===== config.mk =====
export PLATFORM = sky130hd
export DESIGN_NAME = core_inst_seq
export DESIGN_NICKNAME = d
export VERILOG_FILES = /design/src/rtl/core_inst_seq.sv
export SDC_FILE = /design/constraint.sdc
export NUM_CORES = 1
export LEC_CHECK = 0
export CORE_MARGIN = 3
export CORE_UTILIZATION = 51
export DETAILED_ROUTE_END_ITERATION = 12
export GPL_TIMING_DRIVEN = 0
export PLACE_DENSITY = 0.84
export SLEW_MARGIN = 5
export SYNTH_ARGS = -nofsm -noshare
export SYNTH_HDL_FRONTEND = slang
export SYNTH_SLANG_ARGS = --single-unit

===== constraint.sdc =====
create_clock -name clk -period 3.63 [get_ports clk]
set_input_delay 0.363 -clock clk [delete_from_list [all_inputs] [get_ports clk]]
set_output_delay 0.363 -clock clk [all_outputs]
set_load 0.02 [all_outputs]

===== src/rtl/core_inst_seq.sv =====
// Instruction sequencer for one attention tile: Q/K load, kernel preload, execute, drain, ofifo->pmem, SFP acc/div.
// Optional SEQ_PERF_CNT_EN adds a 32-bit busy-cycle counter output (cycle_cnt).
module core_inst_seq #(
  parameter int COL       = 8,
  parameter int Q_LEN     = 8,
  parameter int DRAIN_CYC = 16
) (
  input  logic        clk,
  input  logic        reset,
  input  logic        start,
  input  logic        data_valid,
  output logic        data_req,
  output logic [18:0] inst,
  output logic        busy,
  output logic        done
`ifdef SEQ_PERF_CNT_EN
  ,
  output logic [31:0] cycle_cnt
`endif
);

  typedef enum logic [3:0] {
    IDLE, QLOAD, KLOAD, KPRE, EXEC, DRAIN, OFIFO, ACC, DIV_RD, DIV_WR, DONE
  } state_e;

  localparam logic [4:0] Q_LAST     = 5'(Q_LEN - 1);
  localparam logic [4:0] Q_END      = 5'(Q_LEN);
  localparam logic [4:0] COL_LAST   = 5'(COL - 1);
  localparam logic [4:0] DRAIN_LAST = 5'(DRAIN_CYC - 1);

  state_e     state_q;
  logic [4:0] idx_q;
  logic [3:0] addr;

  assign addr = idx_q[3:0];

  // NOTE: sequential state uses non-blocking assignments so every register samples pre-edge values.
  always_ff @(posedge clk or negedge reset) begin
    if (!reset) begin
      state_q <= IDLE;
      idx_q   <= '0;
    end else begin
      unique case (state_q)
        IDLE: if (start) begin
          state_q <= QLOAD;
          idx_q   <= '0;
        end
        QLOAD: if (data_valid) begin
          if (idx_q == Q_LAST) begin state_q <= KLOAD; idx_q <= '0; end
          else idx_q <= idx_q + 5'd1;
        end
        KLOAD: if (data_valid) begin
          if (idx_q == COL_LAST) begin state_q <= KPRE; idx_q <= '0; end
          else idx_q <= idx_q + 5'd1;
        end
        KPRE:
          if (idx_q == COL_LAST) begin state_q <= EXEC; idx_q <= '0; end
          else idx_q <= idx_q + 5'd1;
        EXEC:
          if (idx_q == Q_LAST) begin state_q <= DRAIN; idx_q <= '0; end
          else idx_q <= idx_q + 5'd1;
        DRAIN:
          if (idx_q == DRAIN_LAST) begin state_q <= OFIFO; idx_q <= '0; end
          else idx_q <= idx_q + 5'd1;
        OFIFO:
          if (idx_q == Q_LAST) begin state_q <= ACC; idx_q <= '0; end
          else idx_q <= idx_q + 5'd1;
        ACC:
          if (idx_q == Q_END) begin state_q <= DIV_RD; idx_q <= '0; end
          else idx_q <= idx_q + 5'd1;
        DIV_RD: state_q <= DIV_WR;
        DIV_WR:
          if (idx_q == Q_LAST) begin state_q <= DONE; idx_q <= '0; end
          else begin state_q <= DIV_RD; idx_q <= idx_q + 5'd1; end
        DONE: state_q <= IDLE;
        default: begin
          state_q <= IDLE;
          idx_q   <= '0;
        end
      endcase
    end
  end

  // NOTE: every output gets a default before the case so no path leaves a latch behind.
  always_comb begin
    inst     = '0;
    data_req = 1'b0;
    unique case (state_q)
      QLOAD: begin
        data_req     = 1'b1;
        inst[15:12]  = addr;
        inst[4]      = data_valid;
      end
      KLOAD: begin
        data_req     = 1'b1;
        inst[15:12]  = addr;
        inst[2]      = data_valid;
      end
      KPRE: begin
        inst[15:12]  = addr;
        inst[6]      = 1'b1;
        inst[3]      = 1'b1;
      end
      EXEC: begin
        inst[15:12]  = addr;
        inst[7]      = 1'b1;
        inst[5]      = 1'b1;
      end
      OFIFO: begin
        inst[16]     = 1'b1;
        inst[11:8]   = addr;
        inst[0]      = 1'b1;
      end
      ACC: begin
        // Read of row k overlaps accumulation of row k-1.
        if (idx_q < Q_END) begin
          inst[1]    = 1'b1;
          inst[11:8] = addr;
        end
        if (idx_q != 5'd0) inst[17] = 1'b1;
      end
      DIV_RD: begin
        inst[1]      = 1'b1;
        inst[11:8]   = addr;
      end
      DIV_WR: begin
        inst[18]     = 1'b1;
        inst[0]      = 1'b1;
        inst[11:8]   = addr;
      end
      default: ;
    endcase
  end

  assign busy = (state_q != IDLE);
  assign done = (state_q == DONE);

`ifdef SEQ_PERF_CNT_EN
  always_ff @(posedge clk or negedge reset) begin
    if (!reset)                       cycle_cnt <= '0;
    else if (state_q == IDLE && start) cycle_cnt <= '0;
    else if (busy)                    cycle_cnt <= cycle_cnt + 32'd1;
  end
`endif

endmodule

### Yosys cells after proc, flatten, opt, wreduce, memory -nomap -nowiden

Index checks and enable logic that the tools add are counted.

* add/sub/neg operators: 1
* multiplexer cells: 33
* div/mod/pow operators: 0
* order comparisons: 1
* reductions and logical operators: 11
* equality and inequality tests: 24
* shift operators: 0
* bitwise logic cells: 1
* $mul: 0

Operator list (count)
* $mux 4: 12
* $pmux 4 s10: 1
* $pmux 5 s6: 1
* $mux 5: 5
* $ne 2x2->1 const B: 10
* $eq 4x3->1 const B: 4
* $eq 4x4->1 const B: 3
* $mux 1: 11
* $eq 5x4->1 const B: 2
* $reduce_and 10->1: 1
* $eq 4x2->1 const B: 2
* $pmux 4 s2: 1
* $reduce_or 4->1: 2
* $reduce_or 2->1: 3
* $add 5x1->5 const B: 1
* $eq 5x3->1 const B: 1
* $lt 5x4->1 const B: 1
* $reduce_bool 5->1: 1
* $eq 4x1->1 const B: 1
* $logic_not 4->1: 1
* $reduce_bool 4->1: 1
* $reduce_and 3->1: 1
* $reduce_or 3->1: 1
* $mux 2: 1
* 3 further kinds: 3

* memories: 0
* memory bits (writable): 0
* bits in latches: 0
* register bits: 9
* memory bits (read-only): 0
* word-level logic and storage cells: 73

### Depth between registers and ports, before layout

* depth after elaboration: 4
* gate-level depth with buffers: 8
* gate-level depth less buffers: 8

### Least setup slack after synthesis

No wires, ideal clock.

* path type: reg-to-reg
* start point: register idx_q[0]
* end point: register state_q[0]
* path buffers: 0
* data required time: 3.505 ns
* path slack: 1.550 ns
* stages on the path, launching flop included: 9
* period minus slack after synthesis: 2.080 ns
* library setup time: 0.125 ns
* arrival: 1.955 ns
* path through: dfrtp_1 ha_1 nand3_1 inv_1 ha_1 and2b_1 a2111oi_4 or3_4 mux2_4

* cells in the longest elaborated chain, start to end: 3
* elaborated cells between the ends (all ways): 11
* those cells by class: 10 x eq/ne; 1 x reduce/logical

RTL lines
* start: declaration: RTL line 32 `logic [4:0] idx_q;`
* start signal: assignment: RTL line 50 `else idx_q <= idx_q + 5'd1;`
* start signal: assignment: RTL line 54 `else idx_q <= idx_q + 5'd1;`
* start signal: assignment: RTL line 58 `else idx_q <= idx_q + 5'd1;`
* $eq 5x4->1 (tied with other cells): RTL line 69 `if (idx_q == Q_END) begin state_q <= DIV_RD; idx_q <= '0; end`
* $ne 2x2->1 (no line)
* $reduce_and 10->1 (no line) *
* end signal: assignment: RTL line 69
* end signal: assignment: RTL line 71 `DIV_RD: state_q <= DIV_WR;`
* end signal: assignment: RTL line 73 `if (idx_q == Q_LAST) begin state_q <= DONE; idx_q <= '0; end`
* end: declaration: RTL line 31 `state_e state_q;`

Every way passes the cells marked *; elsewhere a longest branch is shown, timed or not.
A chain may end at the register's enable or synchronous reset.

### Worst setup path in the final report

* start point: register state_q[2]
* end point: output port inst[1]

* cells in the longest elaborated chain, start to end: 2
* elaborated cells between the ends (all ways): 3
* those cells by class: 2 x eq/ne; 1 x mux

RTL lines
* start signal: assignment: RTL line 40 `state_q <= IDLE;`
* start signal: assignment: RTL line 45 `state_q <= QLOAD;`
* start signal: assignment: RTL line 49 `if (idx_q == Q_LAST) begin state_q <= KLOAD; idx_q <= '0; end`
* $eq 4x4->1 / $eq 4x3->1 (equally long branches): RTL line 88 `unique case (state_q)`
* $pmux 1 s2 *: RTL line 88
* end: declaration: RTL line 13 `output logic [18:0] inst,`

Marks and branches as above.

==> flow_metrics.env <==
export IMPL_status="completed"
export IMPL_ys_flop_type="dfrtp_1"
export IMPL_netlist_instances=119
export IMPL_critPathKind="register to primary output"
export IMPL_totalWireLength_mm=2.47
export IMPL_grtUsageTotal_pct=21.5
export IMPL_die_x_um=49.4
export IMPL_regToRegStartpoint="idx_q[0]"
export IMPL_drt_pass1_iter_count=4
export IMPL_top_layer="met4"
export IMPL_root_buffer="clkbuf_4"
export IMPL_grt_pass1_vias=925
export IMPL_syn_to_final_growth_pct=32.0
export IMPL_avgSynthCellArea_um2=8.07
export IMPL_seq_area_frac_synth_pct=23.4
export IMPL_p_leak_uw=0.000512
export IMPL_startpoint_type="register"
export IMPL_grt_max_degree=11
export IMPL_end_kind="primary output"
export IMPL_max_cap_violations=0
export IMPL_clock_sinks=9
export IMPL_core_area_um2=1750
export IMPL_drcViolationCount=0
export IMPL_cts_made_buffers=3
export IMPL_r2r_cells=8
export IMPL_rows=15
export IMPL_gp_congestion=0.851
export IMPL_finalCritPeriodShare_pct=76.8
export IMPL_whs_ns=0.392
export IMPL_overflow=0
export IMPL_die_h_um=49.4
export IMPL_via_per_inst=6.05
export IMPL_hold_buffers=0
export IMPL_ys_types=44
export IMPL_netlist_area_leader_share_pct=23.4
export IMPL_critical_path_startpoint="state_q[2]"
export IMPL_post_dp_hpwl_mm=1.86
export IMPL_rsz0062_at_grt="no"
export IMPL_slew_viol_final=0
export IMPL_vias=1046
export IMPL_syn_area_um2=961
export IMPL_hold_class="primary input to asynchronous set/reset pin"
export IMPL_maxSlewHeadroom_pct=65.7
export IMPL_synth_most_common_cell="nor2_1"
export IMPL_ys_warnings_count=0
export IMPL_cts_max_path_buffers=2
export IMPL_cts_tree="yes"
export IMPL_initial_core_util_pct=55.1
export IMPL_cts_setup_buffers=0
export IMPL_wl_per_cell_um=14.3
export IMPL_die_area_um2=2440
export IMPL_clk_latency_ns=0.26
export IMPL_synth_top_cells_by_area="dfrtp_1 23%, nor2_1 6.6%, ha_1 5.2%"
export IMPL_skew_ns=0.00483
export IMPL_antenna_found_initial=0
export IMPL_multi_input_area_um2=624
export IMPL_cts_resized_gates=0
export IMPL_synth_enable_flop_cells=0
export IMPL_yosysTopAreaCell="dfrtp_1"
export IMPL_power_total_uw=1070
export IMPL_hold_viol_final=0
export IMPL_fin_util_pct=72.7
export IMPL_met2RoutedLength_mm=1.11
export IMPL_antenna_left=0
export IMPL_critPathRequiredTime_ns=3.27
export IMPL_tightestPinTransition_ns=0.510
export IMPL_min_period_ns=2.79
export IMPL_clock_fmax_ghz=0.359
export IMPL_synth_nets=127
export IMPL_cts_max_level=1
export IMPL_grt_pass1_wl_mm=4.16
export IMPL_ff_latch_area_um2=225
export IMPL_crit_arrival_ns=2.42
export IMPL_worst_path_max_fanout=10
export IMPL_wl_met1_mm=1.07
export IMPL_clk_pin_slew_ns=0.06
export IMPL_power_density_nw_per_um2=845
export IMPL_drt_iter0_markers=28
export IMPL_wl_met3_um=221
export IMPL_synth_commonest_cells="17 x nor2_1, 10 x inv_1, 9 x dfrtp_1, 6 x nor4_1"
export IMPL_portBuffers=25
export IMPL_ys_ff_latch=9
export IMPL_n_antenna_cell=0
export IMPL_irDropWorstVdd_v=0.000570
export IMPL_nets=157
export IMPL_drive_gt1_share_pct=12.2
export IMPL_async_flop_share_pct=100
export IMPL_setup_viol=0
export IMPL_io_pins=26
export IMPL_nFillCells=132
export IMPL_fin_setup_tns_ns=0
[worst paths after layout]
path,slack (ns),to
setup / recovery,0.84,inst[1]
hold / removal,0.39,state_q[1]
setup reg to reg,1.33,state_q[0]
hold reg to reg,0.58,idx_q[2]
max in group asynchronous,2.95,idx_q[4]
min in group clk,0.58,idx_q[2]
[layer usage]
metal	global-route usage (%)	vias to the layer above
li1	-	491
met1	30.3	488
met2	32.1	58
met3	4.28	9
met4	8.29	0
met5	0	-
[report_power, final]
| group | switching, µW | internal, µW |
|---|---|---|
| logic | 461 | 358 |
| registers | 34.7 | 141 |
| clock network | 35.3 | 42.4 |
[worst max-delay path: stages, from the launching register on]
cell,delay [ns]
dfrtp_1,0.50
buf_4,0.23
nor2b_1,0.33
nand3_1,0.19
o31ai_1,0.26
clkdlybuf4s50_1,0.65
[per-stage QoR]
| stage | cell area, µm² | worst slack, ns | instances |
|---|---|---|---|
| CTS | 1270 | 0.864 | 173 |
| detailed placement | 1240 | 1.15 | 169 |
| global placement | 1240 | 1.16 | 169 |
| global route | 1270 | 0.687 | 173 |
| floorplan | 961 | 1.55 | 119 |
| finish | 1270 | 0.843 | 173 |
[cell type report]
type	count	share of cell area [%]
multi-input combinational	89	49.2
tap	25	2.47
clock buffer	4	2.07
buffer	11	5.82
sequential	9	17.8
timing repair buffer	25	19.7
inverter	10	2.96
[cell usage in the layout (no fill, tap or decap), types with 2 or more instances in the layout]
| cell | instances |
|---|---|
| dfrtp_1 | 9 |
| o21a_1 | 2 |
| ha_1 | 4 |
| a21oi_1 | 2 |
| nor3_1 | 2 |
| o31ai_1 | 2 |
| nand3_1 | 3 |
| inv_1 | 10 |
| o22ai_1 | 3 |
| nand2b_1 | 5 |
| nor4_1 | 6 |
| a22o_1 | 2 |
| nor2_1 | 17 |
| o21ai_0 | 3 |
| and2_1 | 2 |
| clkbuf_4 | 3 |
| buf_2 | 2 |
| nand2_1 | 5 |
| mux2i_1 | 2 |
| and4bb_2 | 2 |
| nor2b_1 | 2 |
| buf_4 | 4 |
| clkdlybuf4s50_1 | 25 |
| buf_6 | 2 |
| a21boi_0 | 2 |
| a31oi_1 | 3 |
| nor4b_1 | 2 |
| clkbuf_1 | 4 |
[state kept, by name, indices dropped and copies added (netlist names)]
name / cells
state_q: 4
idx_q: 5
[cell families after synthesis]
family,share of synthesized area [%]
buf+inv,11.6
flops,23.4
fa+ha+maj,5.21
compound gates,22.9
mux,3.65
simple gates,33.2
Note: power is estimated with default switching activity, not from simulation.
